==> config.mk <==
export PLATFORM = sky130hd
export DESIGN_NAME = proc_sequencer
export DESIGN_NICKNAME = d
export VERILOG_FILES = /design/src/rtl/proc_sequencer_pkg.sv /design/src/rtl/proc_sequencer_seq_pc.sv /design/src/rtl/proc_sequencer.sv
export SDC_FILE = /design/constraint.sdc
export NUM_CORES = 1
export LEC_CHECK = 0
export ABC_AREA = 1
export BUFFER_PORTS_ARGS = -buffer_cell sky130_fd_sc_hd__buf_4
export CORE_ASPECT_RATIO = 0.8
export CORE_MARGIN = 8
export CORE_UTILIZATION = 35
export CTS_CLUSTER_DIAMETER = 80
export DETAILED_ROUTE_END_ITERATION = 8
export PLACE_DENSITY_LB_ADDON = 0.3
export SYNTH_ARGS = -nofsm -noshare
export SYNTH_HDL_FRONTEND = slang
export SYNTH_SLANG_ARGS = --single-unit
export TNS_END_PERCENT = 5
==> constraint.sdc <==
create_clock -name Clock -period 2 [get_ports Clock]
set_clock_uncertainty 0.15 [all_clocks]
set_input_delay 0.4 -clock Clock [delete_from_list [all_inputs] [get_ports Clock]]
set_output_delay 0.4 -clock Clock [all_outputs]
set_load 0.01 [all_outputs]
==> src/rtl/proc_sequencer_pkg.sv <==
// Shared definitions for the program sequencer: widths, opcodes, state encoding
// and the PC control encoding used between the top and its PC sub-module.
package proc_pkg;

    localparam int WORD_W  = 9;
    localparam int ADDR_W  = 5;
    localparam int CNT_W   = 8;
    localparam int TIMEOUT = 3;
    localparam int WAIT_W  = $clog2(TIMEOUT);

    localparam logic [2:0] OP_MV   = 3'b000;
    localparam logic [2:0] OP_MVI  = 3'b001;
    localparam logic [2:0] OP_ADD  = 3'b010;
    localparam logic [2:0] OP_SUB  = 3'b011;
    localparam logic [2:0] OP_HALT = 3'b111;

    typedef enum logic [2:0] {
        S_IDLE  = 3'd0,
        S_FETCH = 3'd1,
        S_ISSUE = 3'd2,
        S_DATA  = 3'd3,
        S_WAIT  = 3'd4,
        S_HALT  = 3'd5
    } state_e;

    typedef enum logic [1:0] {
        PC_HOLD = 2'd0,
        PC_ZERO = 2'd1,
        PC_INC1 = 2'd2,
        PC_INC2 = 2'd3
    } pc_op_e;

    function automatic logic [2:0] opcode_of(input logic [WORD_W-1:0] word);
        return word[WORD_W-1 -: 3];
    endfunction

endpackage

==> src/rtl/proc_sequencer_seq_pc.sv <==
// Program counter for the sequencer: load-zero, +1 and +2 steps, wrapping
// naturally at the 5-bit address width.
module seq_pc
    import proc_pkg::*;
(
    input  logic              clk,
    input  logic              rst_n,
    input  pc_op_e            pc_op_i,
    output logic [ADDR_W-1:0] pc_o,
    output logic [ADDR_W-1:0] pc_inc_o
);

    logic [ADDR_W-1:0] pc_q;
    logic [ADDR_W-1:0] pc_d;

    // NOTE: the next value is given its hold default before the case; a path
    // that skipped the assignment would otherwise infer a latch.
    always_comb begin
        pc_d = pc_q;
        case (pc_op_i)
            PC_ZERO: pc_d = '0;
            PC_INC1: pc_d = pc_q + ADDR_W'(1);
            PC_INC2: pc_d = pc_q + ADDR_W'(2);
            default: pc_d = pc_q;
        endcase
    end

    // NOTE: registers use non-blocking assignments so every flop samples the
    // values present before the edge, independent of block ordering.
    always_ff @(posedge clk or negedge rst_n) begin
        if (!rst_n) begin
            pc_q <= '0;
        end else begin
            pc_q <= pc_d;
        end
    end

    assign pc_o     = pc_q;
    assign pc_inc_o = pc_q + ADDR_W'(1);

endmodule

==> src/rtl/proc_sequencer.sv <==
// Fetches 9-bit instruction words from program memory and hands them to the
// processor; optional single-step control is enabled by PROC_SEQUENCER_STEP_EN.
module proc_sequencer
    import proc_pkg::*;
(
    input  logic              Clock,
    input  logic              Resetn,
    input  logic              Start,
`ifdef PROC_SEQUENCER_STEP_EN
    input  logic              Step,
`endif
    output logic [ADDR_W-1:0] MemAddr,
    input  logic [WORD_W-1:0] MemData,
    output logic [WORD_W-1:0] DIN,
    output logic              Run,
    input  logic              Done,
    output logic              Busy,
    output logic              Halted,
    output logic              IllegalOp,
    output logic [CNT_W-1:0]  InstrCount
);

    state_e             state_q, state_d;
    logic [WAIT_W-1:0]  wait_cnt_q, wait_cnt_d;
    logic [CNT_W-1:0]   instr_cnt_q, instr_cnt_d;
    logic               illegal_q, illegal_d;

    pc_op_e             pc_op;
    logic [ADDR_W-1:0]  pc;
    logic [ADDR_W-1:0]  pc_inc;
    logic [ADDR_W-1:0]  mem_addr;
    logic [WORD_W-1:0]  din;
    logic               run;
    logic               retire;
    logic               fetch_go;

    seq_pc u_seq_pc (
        .clk      (Clock),
        .rst_n    (Resetn),
        .pc_op_i  (pc_op),
        .pc_o     (pc),
        .pc_inc_o (pc_inc)
    );

`ifdef PROC_SEQUENCER_STEP_EN
    assign fetch_go = Step;
`else
    assign fetch_go = 1'b1;
`endif

    always_comb begin
        state_d     = state_q;
        wait_cnt_d  = wait_cnt_q;
        instr_cnt_d = instr_cnt_q;
        illegal_d   = illegal_q;
        pc_op       = PC_HOLD;
        retire      = 1'b0;
        mem_addr    = pc;
        din         = '0;
        run         = 1'b0;

        case (state_q)
            S_IDLE, S_HALT: begin
                if (Start) begin
                    pc_op       = PC_ZERO;
                    instr_cnt_d = '0;
                    illegal_d   = 1'b0;
                    state_d     = S_FETCH;
                end
            end

            S_FETCH: begin
                if (fetch_go) begin
                    state_d = S_ISSUE;
                end
            end

            S_ISSUE: begin
                din        = MemData;
                wait_cnt_d = '0;
                case (opcode_of(MemData))
                    OP_HALT: begin
                        state_d = S_HALT;
                    end
                    OP_MVI: begin
                        run      = 1'b1;
                        mem_addr = pc_inc;
                        state_d  = S_DATA;
                    end
                    OP_MV, OP_ADD, OP_SUB: begin
                        run      = 1'b1;
                        mem_addr = pc_inc;
                        state_d  = S_WAIT;
                    end
                    default: begin
                        // Unknown opcodes are still issued; the timeout flags them.
                        run      = 1'b1;
                        mem_addr = pc_inc;
                        state_d  = S_WAIT;
                    end
                endcase
            end

            S_DATA: begin
                din     = MemData;
                retire  = 1'b1;
                pc_op   = PC_INC2;
                state_d = S_FETCH;
            end

            S_WAIT: begin
                if (Done) begin
                    retire  = 1'b1;
                    pc_op   = PC_INC1;
                    state_d = S_FETCH;
                end else if (wait_cnt_q == WAIT_W'(TIMEOUT - 1)) begin
                    illegal_d = 1'b1;
                    pc_op     = PC_INC1;
                    state_d   = S_FETCH;
                end else begin
                    wait_cnt_d = wait_cnt_q + WAIT_W'(1);
                end
            end

            default: begin
                state_d = S_IDLE;
            end
        endcase

        if (retire && (instr_cnt_q != '1)) begin
            instr_cnt_d = instr_cnt_q + CNT_W'(1);
        end
    end

    always_ff @(posedge Clock or negedge Resetn) begin
        if (!Resetn) begin
            state_q     <= S_IDLE;
            wait_cnt_q  <= '0;
            instr_cnt_q <= '0;
            illegal_q   <= 1'b0;
        end else begin
            state_q     <= state_d;
            wait_cnt_q  <= wait_cnt_d;
            instr_cnt_q <= instr_cnt_d;
            illegal_q   <= illegal_d;
        end
    end

    // Outputs decode from the asynchronously reset state, so reset takes effect at once.
    assign MemAddr    = mem_addr;
    assign DIN        = din;
    assign Run        = run;
    assign Busy       = (state_q == S_FETCH) || (state_q == S_ISSUE) ||
                        (state_q == S_DATA)  || (state_q == S_WAIT);
    assign Halted     = (state_q == S_HALT);
    assign IllegalOp  = illegal_q;
    assign InstrCount = instr_cnt_q;

endmodule

Yosys cells after proc, flatten, opt, wreduce, memory -nomap -nowiden:

Index checks and enable logic that the tools add are counted.

* bits in registers: 19
* bits of input ports: 13

* add/subtract/negate cells: 4
* eq/ne operators: 17
* muxes and demuxes: 27
* reduce and logical (&&, ||, !) cells: 16

Operators by type and width (count)
* 8-bit two-way mux: 3
* 3-bit one-hot mux with 5 select lines: 1
* 5-bit one-hot mux with 3 select lines: 1
* 5-bit two-way mux: 2
* 3-bit == test, second input constant: 3
* 3-bit two-way mux: 3
* 9-bit two-way mux: 1
* 8-bit by 1-bit adder with 8-bit output, second input constant: 1
* 2-bit two-way mux: 4
* 2-bit != test, second input constant: 4
* 8-bit != test, second input constant: 1
* 2-bit nonzero test: 4
* 1-bit two-way mux: 7
* 2-bit == test, second input constant: 3
* 3-bit by 1-bit == test with 1-bit output, second input constant: 2
* 3-bit by 2-bit == test with 1-bit output, second input constant: 2
* 2-bit one-hot mux with 3 select lines: 1
* 3-bit one-hot mux with 2 select lines: 1
* 5-bit by 1-bit adder with 5-bit output, second input constant: 1
* 5-bit by 2-bit adder with 5-bit output, second input constant: 1
* 1-bit one-hot mux with 2 select lines: 2
* 2-bit one-hot mux with 2 select lines: 1
* 2-bit AND reduction: 2
* 4-bit AND reduction: 1
* 9 further kinds: 12

Longest topological paths before layout:

* depth after elaboration: 6
* mapped depth: 12
* depth with buffers taken out: 11

Hierarchy:

From an unflattened synthesis, not the netlist that was laid out.

* cells, all modules: 212
* area, all modules: 1412.6 um^2

Modules (own cells, without submodules)
* proc_sequencer: times used 1, cells an instance 158, area an instance 1014.7 um^2
* seq_pc: times used 1, cells an instance 54, area an instance 397.9 um^2

Worst setup path before layout:

Ideal clock, no wire load.

* kind: register to register
* start: reg state_q[1]
* end: reg u_seq_pc.pc_q[3] (netlist: u_seq_pc.pc_o[3])
* data arrival time: 1.489 ns
* required time: 1.730 ns
* setup slack: 0.240 ns
* cell stages (with the launch flop): 12
* buffers on the path: 0
* cell sequence: dfrtp_1 nor2_2 nand2_1 nand2_1 nand2_2 nand2_1 inv_1 ha_1 inv_1 nand2_1 inv_1 a21oi_1

* word-level cells in the longest chain between the ends: 5

Ends and longest elaborated chain
* start: declaration: line proc_sequencer.sv:23 `state_e state_q, state_d;`
* start signal: assignment: line proc_sequencer.sv:142 `state_q <= state_d;`
* 3-bit == test or 3-bit zero test (tied branches): line proc_sequencer.sv:62 `case (state_q)`
* 2-bit OR reduction: line proc_sequencer.sv:62
* 2-bit one-hot mux with 3 select lines *: line proc_sequencer.sv:62
* 2-bit == test or 2-bit by 1-bit == test with 1-bit output (tied branches): line proc_sequencer_seq_pc.sv:20 `case (pc_op_i)`
* 5-bit one-hot mux with 3 select lines or 3-bit nonzero test (tied branches)
* end signal: assignment: line proc_sequencer_seq_pc.sv:34 `pc_q <= pc_d;`
* end: declaration: line proc_sequencer_seq_pc.sv:13 `logic [ADDR_W-1:0] pc_q;`

Every way passes the cells marked *; elsewhere a longest branch is shown, timed or not.
A chain may end at the register's enable or synchronous reset.

Final worst setup path:

* start: reg u_seq_pc.pc_q[1] (netlist: u_seq_pc.pc_o[1])
* end: out MemAddr[3]

* word-level cells in the longest chain between the ends: 3

Ends and longest elaborated chain
* 5-bit by 1-bit adder with 5-bit output: line proc_sequencer_seq_pc.sv:39 `assign pc_inc_o = pc_q + ADDR_W'(1);`
* 5-bit two-way mux: line proc_sequencer.sv:81 `case (opcode_of(MemData))`
* 5-bit two-way mux: line proc_sequencer.sv:62
* end: declaration: line proc_sequencer.sv:12 `output logic [ADDR_W-1:0] MemAddr,`

No other way between the ends.

==> impl_results.md <==
* Routed wire per std cell at 11.8 um
* Clk pwr share at 0.107
* First-pass DRT Iterations at 4
* Worst hold path type: primary input to register
* Power share of the combinational group at 0.645
* DP HPWL at ~2.7 mm
* Final number of hold-violating endpoints at 0
* FP Rows at 20
* Multi-input gate area at approximately 820 um^2
* CTS tree: yes
* Top delay family on crit path: simple AND/OR/NAND/NOR gates
* Final setup margin at -0.0224 ns
* Final period utilization at 1.01
* Total Neg Setup Slack at -0.0224 ns
* Htree depth at 1
* Net Sw Frac at 0.467
* Sequential fraction of design power at 0.249
* CP arrival at ~1.5 ns
* Final nets at 270
* DRT iter0 DRCs at 70
* Vias post-DR at 1,395
* Worst Hold Slack at between 0.3 and 0.4 ns
* Slew of the pin with the lowest slew margin at 0.319 ns
* CTS root buffer: clkbuf_8
* GRT Util Overall at 0.116
* Worst slew margin at 0.787
* Setup violators final at 1
* Die height at around 73 um
* Failing checks: negative setup slack
* Pleak at between 1 and 1.5 nW
* Number of global-route vias before repair at 1,284
* Peak VDD IR at 0.800 mV
* Critical path startpoint category: register
* Ant diodes at 0
* Clk buf depth at 2
* Area growth from synthesis to layout at 36.0%
* Critical path's most frequent cell: nor2_1
* DRC at 0
* Initial antenna violation count at 0
* Critical Path End Type: output pin
* Initial Util at 0.366
* Largest net degree at the start of global routing at 20
* CTS buffer count at 3
* Core outline area at ~3800 um^2
* Clock transition at path regs at approximately 0.07 ns
* Total global routing overflow at 0
* Final wirelength at ~3.6 mm
* NetSw at ~1.2 mW
* Post-synthesis register bit count at 19
* FMAX at ~500 MHz
* Slew Limit Fails at 0
* Port bufs at 38
* DP Cell Count at 296
* Post-Synthesis Cell Area at 1400 um^2
* Unrepaired setup endpoints after global routing: true
* Post-Syn Nets at approximately 220
* Worst-Skew Late Latency at about 0.26 ns
* Die ar. at around 6300 um^2
* Outcome: complete, but fails checks
* Vias/cell at around 4.6
* Slowest CP cell: dfrtp_1
* PwrDens at 1320 nW/um^2
* Pre-CTS setup slack at around 0.14 ns
* Sequential area share after synthesis at 0.339
* Syn Area/Cell at approximately 6.9 um^2
* Antenna viol nets, final at 0
* Sequential Area at between 400 and 500 um^2
* Die W at approximately 87 um
* Worst path max stage delay at ~0.4 ns
* Clock sinks at 19
* Ports at 39
* CP required at 1.45 ns
* Buffers & Inverters on Critical Path at 1
* Yosys warns at 0
* Crit path kind: register to output pin
* Chain of cells forming the critical path: ha_2, or2_4, nand3_2, nand2_2, nor2_1, nor2_1, buf_4
* Fill count at approximately 380
* Max_cap viols at 0
* Fin cells at just over 300
* Final Critical Period at ~2.0 ns
* CP max FO at 2
* GPL Wtd Cong at 0.874
* Internal at around 1.3 mW
* Distinct cells, synth at 25
* Syn Inst Count at a little over 200
* Global-route wire length before repair at between 5 and 6 mm
* Layout cell share with drive strength beyond 1 at 0.317
area by class of cell:
cell class                      count  area share
Tap cell                           55      0.0361
Inverter                           37      0.0742
Clock buffer                        4      0.0236
Multi-Input combinational cell    143       0.431
Sequential cell                    19       0.251
Timing Repair Buffer               46       0.185
registers in the layout (all words and copies together) (netlist names):
signal / count
InstrCount: 8
wait_cnt_q: 2
state_q: 3
u_seq_pc.pc_o: 5
IllegalOp: 1
cells in the final DEF (no fill, tap or decap), types with 5 or more instances in the layout:
cell type / netlist / final
o21ai_0: 9 / 9
nand3_2: 5 / 5
inv_2: 4 / 5
inv_1: 33 / 31
buf_4: 1 / 44
dfrtp_1: 19 / 17
nand2_2: 5 / 5
nand3_1: 21 / 20
nand2_1: 50 / 49
nor2_1: 20 / 20
worst register-to-register path, stage by stage (launching register included):
cell and delay (ns):
dfrtp_2 0.41, buf_4 0.16, nor2_4 0.14, nand2_1 0.08, nand2_1 0.09, nand2_2 0.06
nand2_1 0.09, inv_1 0.07, ha_2 0.22, inv_1 0.10, nand2_1 0.06, inv_1 0.04
a21oi_1 0.05
power groups by stage:
stage          Combinational, mW  Clock (mW)  Sequential [mW]
2_1_floorplan              0.937           0            0.629
3_3_place_gp                1.44           0            0.631
3_5_place_dp                1.45           0            0.635
4_1_cts                     1.56       0.277            0.614
5_1_grt                     1.82       0.297            0.644
6_report                    1.62       0.268            0.625
cells in the mapped netlist (all sizes together):
cell type | instances | share of area
a21oi | 4 | 0.014
a22oi | 2 | 0.011
buf | 3 | 0.017
dfrtp | 19 | 0.34
ha | 7 | 0.062
inv | 37 | 0.099
nand2 | 55 | 0.16
nand3 | 26 | 0.11
nand4 | 4 | 0.018
nor2 | 21 | 0.058
nor3 | 1 | 0.0036
o211ai | 1 | 0.0054
o21ai | 14 | 0.058
o31ai | 1 | 0.0054
or2 | 1 | 0.0045
xnor2 | 2 | 0.013
xor2 | 4 | 0.025
worst paths after layout:
path | startpoint | end | slack [ns] | cells after the start
worst max-delay path | u_seq_pc.pc_o[1] | MemAddr[3] | -0.02 | 7
worst max register to register | state_q[0] | u_seq_pc.pc_o[3] | 0.16 | 12
max in group asynchronous | Resetn | state_q[1] | 1.07 | 2
worst min-delay path | MemData[7] | state_q[2] | 0.30 | 3
min in group asynchronous | Resetn | InstrCount[6] | 0.41 | 2
worst min register to register | IllegalOp | IllegalOp | 0.33 | 2
routing by layer:
layer / vias to the layer above / GRT usage / wire length (um)
li1: 733 / - / -
met1: 642 / 0.134 / 1610
met2: 16 / 0.198 / 1810
met3: 4 / 0.0382 / 142
met4: 0 / 0.0343 / 36
met5: - / 0 / 0
kinds of logic (layout without fill, tap and decap cells):
kind of cell    Yosys count  after routing  synth area share
flops                    19             19             0.339
simple gates            108            108             0.351
fa+ha+maj                 7              7            0.0625
xor+xnor                  6              6            0.0375
buf+inv                  40             87             0.116
compound gates           22             22            0.0938
timing repair:
action,4_1_cts,5_1_grt
resized for setup,9,10
cloned,0,0
setup endpoints to repair,5,7
setup buffers,3,0
hold endpoints to repair,19,0
pin swaps,4,4
hold buffers,1,0
per-stage QoR:
stage                     power (mW)  cell area, um^2   util
after global placement          2.07             1760  0.460
after global routing            2.76             1910  0.498
after detailed placement        2.09             1760  0.460
after CTS                       2.45             1870  0.488
after floorplan                 1.57             1400      -
final                           2.51             1910  0.498
(Power assumes the default switching activity.)
